==> src/rtl/maxpool_row_ctrl.sv <==
// rtl/maxpool_row_ctrl.sv - 2x2 max-pool row controller around an external horizontal max array
// Pairs input rows: the first row's even-lane results are buffered, the second is max-merged into one pooled row.
module maxpool_row_ctrl #(
  parameter int DATA_WIDTH  = 16,
  parameter int NUM_MODULES = 16,
  parameter int ROW_CNT_W   = 10
) (
  input  logic                                  clk,
  input  logic                                  rst,
  input  logic                                  start,
  input  logic [ROW_CNT_W-1:0]                  cfg_num_rows,
  output logic                                  busy,
  output logic                                  done,
  input  logic                                  in_valid,
  output logic                                  in_ready,
  input  logic [DATA_WIDTH*NUM_MODULES-1:0]     in_data,
  output logic [DATA_WIDTH*NUM_MODULES-1:0]     pe_data_in,
  input  logic [DATA_WIDTH*NUM_MODULES-1:0]     pe_data_out,
  output logic                                  out_valid,
  input  logic                                  out_ready,
  output logic [DATA_WIDTH*NUM_MODULES/2-1:0]   out_data,
  output logic                                  out_last
);

  localparam int HALF = NUM_MODULES / 2;
  localparam int LH   = DATA_WIDTH * HALF;

  typedef enum logic [2:0] {IDLE, ROW_A, ROW_B, EMIT, FIN} state_t;

  state_t                 state;
  logic [ROW_CNT_W-1:0]   row_cnt;
  logic [ROW_CNT_W-1:0]   row_cnt_nxt;
  logic [ROW_CNT_W-1:0]   num_rows;
  logic [LH-1:0]          row_buf;
  logic [LH-1:0]          even_lanes;
  logic [LH-1:0]          odd_lanes;
  logic [LH-1:0]          pooled;
  logic                   odd_lanes_unused;

  assign pe_data_in  = in_data;
  assign row_cnt_nxt = row_cnt + ROW_CNT_W'(1);

  // The array leaves the pair max in the even lane; odd lanes carry nothing useful.
  for (genvar j = 0; j < HALF; j++) begin : g_lane
    logic signed [DATA_WIDTH-1:0] buf_lane;
    logic signed [DATA_WIDTH-1:0] arr_lane;
    assign buf_lane = row_buf[j*DATA_WIDTH +: DATA_WIDTH];
    assign arr_lane = pe_data_out[2*j*DATA_WIDTH +: DATA_WIDTH];
    assign even_lanes[j*DATA_WIDTH +: DATA_WIDTH] = arr_lane;
    assign odd_lanes[j*DATA_WIDTH +: DATA_WIDTH]  = pe_data_out[(2*j+1)*DATA_WIDTH +: DATA_WIDTH];
    assign pooled[j*DATA_WIDTH +: DATA_WIDTH]     = (arr_lane > buf_lane) ? arr_lane : buf_lane;
  end

  assign odd_lanes_unused = ^odd_lanes;

  always_ff @(posedge clk) begin
    if (rst) begin
      state     <= IDLE;
      row_cnt   <= '0;
      num_rows  <= '0;
      row_buf   <= '0;
      out_data  <= '0;
      out_valid <= 1'b0;
      out_last  <= 1'b0;
      in_ready  <= 1'b0;
      busy      <= 1'b0;
      done      <= 1'b0;
    end else begin
      done <= 1'b0;
      case (state)
        IDLE: begin
          if (start) begin
            num_rows <= cfg_num_rows;
            row_cnt  <= '0;
            busy     <= 1'b1;
            if (cfg_num_rows == '0) begin
              state <= FIN;
            end else begin
              state    <= ROW_A;
              in_ready <= 1'b1;
            end
          end
        end
        ROW_A: begin
          if (in_valid && in_ready) begin
            row_cnt <= row_cnt_nxt;
            if (row_cnt_nxt == num_rows) begin
              // Odd row count: the lone final row pools horizontally only.
              out_data  <= even_lanes;
              out_valid <= 1'b1;
              out_last  <= 1'b1;
              in_ready  <= 1'b0;
              state     <= EMIT;
            end else begin
              row_buf <= even_lanes;
              state   <= ROW_B;
            end
          end
        end
        ROW_B: begin
          if (in_valid && in_ready) begin
            row_cnt   <= row_cnt_nxt;
            out_data  <= pooled;
            out_valid <= 1'b1;
            out_last  <= (row_cnt_nxt == num_rows);
            in_ready  <= 1'b0;
            state     <= EMIT;
          end
        end
        EMIT: begin
          if (out_ready) begin
            out_valid <= 1'b0;
            out_last  <= 1'b0;
            if (out_last) begin
              state <= FIN;
            end else begin
              state    <= ROW_A;
              in_ready <= 1'b1;
            end
          end
        end
        FIN: begin
          done  <= 1'b1;
          busy  <= 1'b0;
          state <= IDLE;
        end
        default: state <= IDLE;
      endcase
    end
  end

endmodule

==> config.mk <==
export PLATFORM = sky130hd
export DESIGN_NAME = maxpool_row_ctrl
export DESIGN_NICKNAME = d
export VERILOG_FILES = /design/src/rtl/maxpool_row_ctrl.sv
export SDC_FILE = /design/constraint.sdc
export NUM_CORES = 1
export LEC_CHECK = 0
export CORE_AREA = 4 4 352 354
export CTS_CLUSTER_SIZE = 10
export DETAILED_ROUTE_END_ITERATION = 8
export DIE_AREA = 0 0 356 358
export GPL_TIMING_DRIVEN = 0
export REMOVE_ABC_BUFFERS = 1
export SLEW_MARGIN = 20
export SYNTH_ARGS = -nofsm -noshare
export SYNTH_HDL_FRONTEND = slang
export SYNTH_SLANG_ARGS = --single-unit
==> constraint.sdc <==
create_clock -name clk -period 3.6 [get_ports clk]
set_input_delay 0.72 -clock clk [delete_from_list [all_inputs] [get_ports clk]]
set_output_delay 0.72 -clock clk [all_outputs]
set_load 0.01 [all_outputs]
# Yosys cells after proc, flatten, opt, wreduce, memory -nomap -nowiden
# Index checks and enable logic that the tools add are counted.
# word_totals
input_bits	527
register_bits	284
# classes
n_reduce_logical	17
bitwise_logic	1
addsub	1
n_mux	41
order_cmp	8
n_eq_ne	13
# ops
op	count
two-way mux 128 bit	3
case mux 128 bit (2 select lines)	1
> comparator 16 bit	8
two-way mux 16 bit	8
two-way mux 10 bit	2
case mux 10 bit (2 select lines)	1
two-way mux 3 bit	6
two-way mux 1 bit	15
inequality test 2 bit (second input constant)	7
case mux 3 bit (4 select lines)	1
adder 10 x 1 -> 10 bit (second input constant)	1
equality test 10 bit	1
logical NOT 10 bit	1
AND reduction 4 bit	2
AND reduction 8 bit	1
equality test 3 x 2 -> 1 bit (second input constant)	2
case mux 1 bit (3 select lines)	2
AND reduction 3 bit	2
nonzero test 2 bit	3
AND reduction 5 bit	1
case mux 1 bit (4 select lines)	1
AND reduction 2 bit	2
nonzero test 4 bit	1
equality test 3 x 1 -> 1 bit (second input constant)	1
other kinds (8)	8

# Depth between registers and ports, before layout
# Gate-level depths: netlist (run 1).
# logic_depth
word_depth	5
depth_mapped	11
mapped_depth_nobuf	9

# Least setup slack after synthesis (run 1)
# OpenSTA, ideal clock, no wires.
# synth_timing
path_kind	input -> register
from	in pe_data_out[79]
to	reg out_data[38]
path_stages	10
path_slack_ns	0.588
arrival_time_ns	2.886
setup_time_ns	0.126
path_cell_list	ha_1 buf_4 nand4_1 nor4_1 a21boi_0 nor4_2 a21o_1 buf_2 a222oi_1 a21oi_1
# synth_between
elab_chain_len	4
# synth_lines
item	line_no	source
start, declared	18	input logic [DATA_WIDTH*NUM_MODULES-1:0] pe_data_out,
> comparator 16 bit	51	assign pooled[j*DATA_WIDTH +: DATA_WIDTH] = (arr_lane > buf_lane) ? arr_lane : buf_lane;
two-way mux 16 bit	51	
two-way mux 128 bit	101	if (in_valid && in_ready) begin
case mux 128 bit (2 select lines)	70	case (state)
end signal, assigned	89	out_data <= even_lanes;
end signal, assigned	103	out_data <= pooled;
end, declared	21	output logic [DATA_WIDTH*NUM_MODULES/2-1:0] out_data,
# Every way passes these cells. The select of a mux whose other input is x is not followed.
# A chain may end at the register's enable or synchronous reset.

# Worst setup path after layout (run 1)
# layout_timing
from	in pe_data_out[15]
to	reg out_data[13]
# Same word-level chain as after synthesis.

==> results.json, run 1 <==
{
  "finalPower_mw": 9.29,
  "setup_viol": 0,
  "synth.distinct_cells": 63,
  "drc": 0,
  "gr-total-overflow": 0,
  "via_per_inst": 4.51,
  "drive_gt1_share_pct": 8.36,
  "worstSetupPathType": "input pin to register",
  "drt-wirelength-per-cell_microns": 39.7,
  "grt_start_max_net_pins": 81,
  "fillCellCount": 13542,
  "layout.cells.non_filler": 3679,
  "crit_slowest_cell": "a222oi_1",
  "antenna_found_initial": 30,
  "worst_slew_pin_slew_ps": 1070,
  "fin_skew_ps": 38.9,
  "min_path_cells": 2,
  "cts_sinks": 284,
  "ant_nets": 0,
  "gp_congestion": 0.918,
  "grt.met1_usage_pct": 20.0,
  "grt_pass1_vias": 15385,
  "fmax_ghz": 0.289,
  "fin_setup_tns_ps": 0,
  "yosys-top-cells-area": "dfxtp_1 32%, buf_4 12%, mux2i_1 11%",
  "clock_path_buffers": 3,
  "yosys_warnings": 0,
  "crit_chain": "clkdlybuf4s50_1 -> ha_4 -> nand4_1 -> nor4_2 -> a21boi_2 -> nor4_4 -> a21o_1 -> a222oi_1 -> a21oi_1",
  "crit_fanout": 18,
  "dieArea_sq_um": 127000,
  "synthFlopType": "dfxtp_1",
  "core_area_sq_um": 121000,
  "path_clk_slew_ps": 50,
  "yosysSeqAreaShare_pct": 31.5,
  "status": "finished, final reports clean",
  "timing.final.hold_violations": 0,
  "busiest_layer": "met3",
  "totalWireLength_microns": 146000,
  "portBuffers": 275,
  "rows": 128,
  "met3_usage_pct": 29.8,
  "dr.pass1.iters": 6,
  "seqCellArea_sq_um": 5690,
  "area_growth_pct": 24.4,
  "grt.total_usage_pct": 22.1,
  "ir_drop_mv": 0.299,
  "cp.arrival_ps": 3930,
  "required_ps": 4070,
  "max_stage_delay_ps": 650,
  "initial_core_util_pct": 14.9,
  "r2r_cells": 13,
  "synth_edf_count": 0,
  "drt_first_iter_violations": 1654,
  "min_path_type": "register to register",
  "syn_avg_cell_area_sq_um": 8.88,
  "yosys.area.top_type_share_pct": 31.5,
  "synth-seq-cells": 284,
  "end_kind": "register",
  "h-tree-depth": 2,
  "dp_cells": 3596,
  "grt_pass1_wl_microns": 179000,
  "multi_input_area_sq_um": 9380,
  "maxCapViolCount": 0,
  "die_h_microns": 358,
  "vias": 16587,
  "rsz0062_at_grt": "no",
  "final_nets": 2678,
  "powerDensity_nw_per_um2": 414,
  "fin_crit_sh_pct": 96.0,
  "yosys.area.top_type": "dfxtp_1",
  "max-slew-margin-rel_pct": 28.7,
  "ioPinCount": 916,
  "cts_tree": "yes",
  "synth_cells": 2032,
  "fp.dieW_microns": 356,
  "insertion_delay_ps": 620,
  "final_util_pct": 18.5,
  "dp_hpwl_microns": 121000,
  "use_met2_pct": 27.2,
  "root_buffer": "clkbuf_16",
  "maxSlewViolCount": 0,
  "cts-buffers-inserted": 40,
  "synthArstFlopShare_pct": 0,
  "startpoint_type": "input pin",
  "period_needed_ps": 3460,
  "p_leak_nw": 8.84,
  "syn_area_sq_um": 18000
}
-- critical path: cells and delay by family --
family / cells / cell delay [ps]
AOI/OAI and AO/OA: 4 / 1520
and+or+nand+nor: 3 / 720
buffers and inverters: 1 / 510
adders and majority gates: 1 / 450
-- registers in the layout (all words and copies together) (netlist names) --
register   cells
out_data     128
row_buf      128
num_rows      10
row_cnt       10
state          3
busy           1
done           1
in_ready       1
out_last       1
out_valid      1
-- cell usage after synthesis (6+ instances only) --
| cell | instances |
|---|---|
| nand4_1 | 23 |
| buf_2 | 21 |
| ha_1 | 129 |
| dfxtp_1 | 284 |
| a222oi_1 | 64 |
| nand3_1 | 14 |
| nor2b_1 | 15 |
| a21oi_1 | 202 |
| o211ai_1 | 7 |
| o21ai_0 | 22 |
| nor3_1 | 11 |
| a211oi_1 | 6 |
| a21o_1 | 10 |
| xnor2_1 | 9 |
| or3_1 | 7 |
| o31ai_1 | 133 |
| inv_1 | 139 |
| buf_6 | 13 |
| clkbuf_1 | 73 |
| and4_1 | 6 |
| a32o_1 | 66 |
| nand2_1 | 65 |
| nor4_1 | 11 |
| nor2_1 | 158 |
| buf_4 | 282 |
| mux2i_1 | 193 |
-- layer usage --
metal	vias up	share of wire (%)
met2	1379	35
met1	7767	32
li1	7199	-
met3	182	28
met4	60	3.0
met5	-	1.9
-- where the power goes --
part	switching (mW)	internal (mW)
clock network	1.65	2.27
logic	1.05	0.879
registers	0.140	3.31
-- final timing paths --
| path | start | to | slack (ps) |
|---|---|---|---|
| worst min-delay path | num_rows[3] | num_rows[3] | 470 |
| worst max-delay path | pe_data_out[15] | out_data[13] | 140 |
| worst max register to register | row_cnt[0] | row_buf[53] | 160 |
| worst min register to register | num_rows[3] | num_rows[3] | 470 |
-- cell usage in the layout, fill, tap and decap left out, types with 6 or more instances in the layout --
cell type,instances
xnor2_1,9
a21oi_1,198
a32o_1,65
ha_1,124
nand2_1,65
nor4_1,9
buf_4,22
a211oi_1,6
nor3_1,9
buf_16,6
clkbuf_16,41
nor2b_1,15
a21o_1,7
nor2_1,157
nand4_1,23
o21ai_0,22
inv_1,138
or3_1,7
mux2i_1,193
diode_2,9
o31ai_1,133
clkbuf_8,6
o211ai_1,7
a222oi_1,64
dfxtp_1,280
buf_6,24
nand3_1,14
buf_8,9
clkdlybuf4s50_1,274
-- area by class of cell --
cell class,instances,share of cell area [%]
Clock buffer,52,5.02
Timing Repair Buffer,338,15.8
Inverter,139,2.36
Antenna cell,9,0.100
Sequential cell,284,25.4
Multi-Input combinational cell,1219,41.8
Tap cell,1625,9.06
Clock inverter,13,0.507
-- logic make-up (layout without fill, tap and decap cells) --
| logic type | count (synthesis) | after routing | share of synthesized area (%) |
|---|---|---|---|
| compound gates | 551 | 551 | 21.9 |
| other cells | 0 | 9 | 0 |
| fa+ha+maj | 129 | 129 | 8.95 |
| simple gates | 334 | 335 | 8.74 |
| mux | 193 | 193 | 10.7 |
| xor+xnor | 11 | 11 | 0.534 |
| buf+inv | 530 | 542 | 17.6 |
| flops | 284 | 284 | 31.5 |
-- what timing repair did --
action / CTS / global route
hold buffers: 0 / 0
resized for setup: 19 / 12
gates cloned: 1 / 0
setup endpoints to repair: 126 / 78
buffers inserted: 4 / 4
pin swaps: 4 / 7
-- metrics by stage --
| stage | hold WS, ps | instance area, sq um | setup WS [ps] |
|---|---|---|---|
| final | 467 | 22400 | 144 |
| after global routing | 486 | 22400 | 0.106 |
| after CTS | 470 | 22300 | 22.4 |
| after detailed placement | 463 | 21000 | -1910 |
| after global placement | 461 | 20200 | -17040 |
| after floorplan | 439 | 15400 | -6880 |
No activity file was read; power rests on OpenSTA's default activity.
==> inputs of run 2 (changes only) <==
Settings changed: ABC_AREA set to 1, CORE_AREA 4 4 352 354 to 4 4 353 355, DIE_AREA 0 0 356 358 to 0 0 357 359.
==> results.json, run 2 <==
{
  "path_clk_slew_ps": 60,
  "cts-buffers-inserted": 40,
  "max-slew-margin-rel_pct": 43.9,
  "synth_edf_count": 0,
  "ir_drop_mv": 0.345,
  "crit_fanout": 17,
  "reg2reg_slack_ps": 320,
  "cts_tree": "yes",
  "syn_avg_cell_area_sq_um": 6.23,
  "worst_slew_pin_slew_ps": 839,
  "yosys_warnings": 0,
  "yosys.area.top_type_share_pct": 30.5,
  "maxSlewViolCount": 0,
  "dr.pass1.iters": 6,
  "dp_hpwl_microns": 118000,
  "via_per_inst": 3.98,
  "rsz0062_at_grt": "no",
  "top_regs": "out_data (128), row_buf (128)",
  "highest_layer": "met5",
  "period_needed_ps": 3430,
  "cp.arrival_ps": 3910,
  "powerDensity_nw_per_um2": 432,
  "fillCellCount": 13977,
  "cts_sinks": 284,
  "totalWireLength_microns": 143000,
  "antenna_found_initial": 38,
  "drt-wirelength-per-cell_microns": 31.0,
  "mostFrequentLayoutCells": "976 x nand2_1, 545 x nor2_1, 331 x inv_1",
  "yosysSeqAreaShare_pct": 30.5,
  "status": "finished, final reports clean",
  "min_path_cells": 2,
  "crit_chain": "clkdlybuf4s50_1 -> inv_1 -> ha_1 -> inv_1 -> nand2_1 -> nand2_1 -> nand2_1 -> nand2_1 -> nand2_1 -> nand2_1 -> nand2_1 -> nand3_1 -> nand2_1 -> nand2_1 -> nand2_1 -> nand2_1 -> nand2_1 -> nor2_1 -> nor2_1",
  "synthFlopType": "dfxtp_1",
  "r2r-end": "out_data[72]",
  "yosysMostFrequentCell": "nand2_1",
  "vias": 18378,
  "syn_area_sq_um": 18600,
  "die_h_microns": 359,
  "fin_skew_ps": 31.5,
  "synthArstFlopShare_pct": 0,
  "required_ps": 4080,
  "setup_viol": 0,
  "area_growth_pct": 21.4,
  "p_sw_mw": 3.09,
  "clock_path_buffers": 3,
  "worstHoldEndpoint": "num_rows[4]",
  "grt_pass1_vias": 16315,
  "core_area_sq_um": 121000,
  "grt.total_usage_pct": 21.4,
  "p_clk_share_pct": 42.8,
  "startpoint_type": "input pin",
  "p_int_mw": 6.67,
  "crit_slowest_cell": "clkdlybuf4s50_1",
  "met3_length_microns": 39100,
  "synth.distinct_cells": 31,
  "insertion_delay_ps": 590,
  "rows": 128,
  "yosys.area.top_type": "dfxtp_1",
  "drive_gt1_share_pct": 3.10,
  "dieArea_sq_um": 128000,
  "grt_start_max_net_pins": 106,
  "final_nets": 3596,
  "drt_first_iter_violations": 1256,
  "switching_share_pct": 31.6,
  "m1WireLength_microns": 47800,
  "synth_common_cells": "982 x nand2_1, 548 x nor2_1, 331 x inv_1",
  "power_frac_seq_pct": 35.9,
  "crit_top_cell": "nand2_1",
  "rr_startpoint": "row_cnt[0]",
  "max_stage_delay_ps": 780,
  "gp_congestion": 0.885,
  "combPwrFrac_pct": 21.4,
  "synth_cells": 2987,
  "end_kind": "register",
  "r2r_cells": 13,
  "min_from": "num_rows[4]",
  "initial_core_util_pct": 15.3,
  "ant_nets": 0,
  "fmax_ghz": 0.291,
  "min_path_type": "register to register",
  "timing.hold.ws_ps": 474,
  "fin_crit_sh_pct": 95.4,
  "worstSetupPathType": "input pin to register",
  "portBuffers": 275,
  "final_common_cell": "nand2_1",
  "ioPinCount": 916,
  "fp.dieW_microns": 357,
  "root_buffer": "clkbuf_16",
  "gr-total-overflow": 0,
  "maxCapViolCount": 0,
  "final_util_pct": 18.6,
  "yosys-top-cells-area": "dfxtp_1 31%, nand2_1 20%, buf_4 11%",
  "drc": 0,
  "wl_met2_microns": 47600,
  "h-tree-depth": 2,
  "timing.final.hold_violations": 0,
  "synth-seq-cells": 284,
  "grt_pass1_wl_microns": 177000,
  "p_leak_nw": 10.7
}
## run 2: cell type report
class,instances,area [sq um],share of cell area (%)
Multi-Input combinational cell,1993,9210,40.8
Sequential cell,284,5690,25.1
Timing Repair Buffer,287,3000,13.3
Tap cell,1625,2030,8.99
Inverter,334,1270,5.61
Clock buffer,55,1120,4.94
Clock inverter,12,230,1.02
Antenna cell,22,55.1,0.244
## run 2: layer usage
layer	GRT usage, %	vias to the layer above
li1	-	8740
met1	20.1	8095
met5	14.8	-
met2	25.2	1322
met3	28.3	177
met4	7.42	44
## run 2: cell families (layout without fill, tap and decap cells)
family | Yosys count | after routing | synth area share (%)
and+or+nand+nor | 1742 | 1743 | 36.8
buffers and inverters | 711 | 688 | 20.4
DFF | 284 | 284 | 30.5
adders and majority gates | 129 | 129 | 8.67
AOI/OAI and AO/OA | 117 | 117 | 3.33
xor gates and xnor gates | 4 | 4 | 0.269
other | 0 | 22 | 0
## run 2: how the worst max path moves through the flow
stage | startpoint | end | slack (ps) | depth (start not counted)
floorplan | state[0] | out_data[0] | -620 | 10
global placement | state[0] | out_data[9] | -4450 | 9
detailed placement | pe_data_out[3] | out_data[9] | -800 | 18
CTS | state[0] | out_data[32] | 2 | 11
global route | pe_data_out[160] | out_data[83] | 5 | 19
finish | pe_data_out[160] | out_data[84] | 170 | 19
## run 2: power by group through the flow
stage | Sequential (mW) | Clock [mW] | Combinational (mW)
3_5_place_dp | 3.57 | 0 | 2.07
3_3_place_gp | 3.56 | 0 | 2.09
6_report | 3.50 | 4.17 | 2.09
5_1_grt | 3.53 | 4.43 | 2.37
2_1_floorplan | 3.59 | 0 | 1.15
4_1_cts | 3.50 | 4.34 | 2.10
## run 2: stage by stage
stage          total power [mW]  area (sq um)  setup WS, ps  TNS, ps  instances
6_report                   9.76         22600           167        0       4612
3_3_place_gp               5.65         20900         -4450  -917220       4510
4_1_cts                    9.94         22500          2.01        0       4590
5_1_grt                    10.3         22600          5.06        0       4607
3_5_place_dp               5.64         21100          -804   -65410       4521
2_1_floorplan              4.75         16100          -625   -80370       2610
## run 2: timing repair
action                                  CTS  global route
endpoints found under the setup margin  162            55
setup buffers                             1             0
pin swaps                                 1             0
resized for setup                         4             8
hold buffers                              0             0
gates cloned                              1             0
## run 2: critical path: cells and delay by family
| family | cells | cell delay [ps] |
|---|---|---|
| AND/OR/NAND/NOR | 15 | 2020 |
| buffers and inverters | 3 | 930 |
| adder cells (fa/ha/maj) | 1 | 210 |
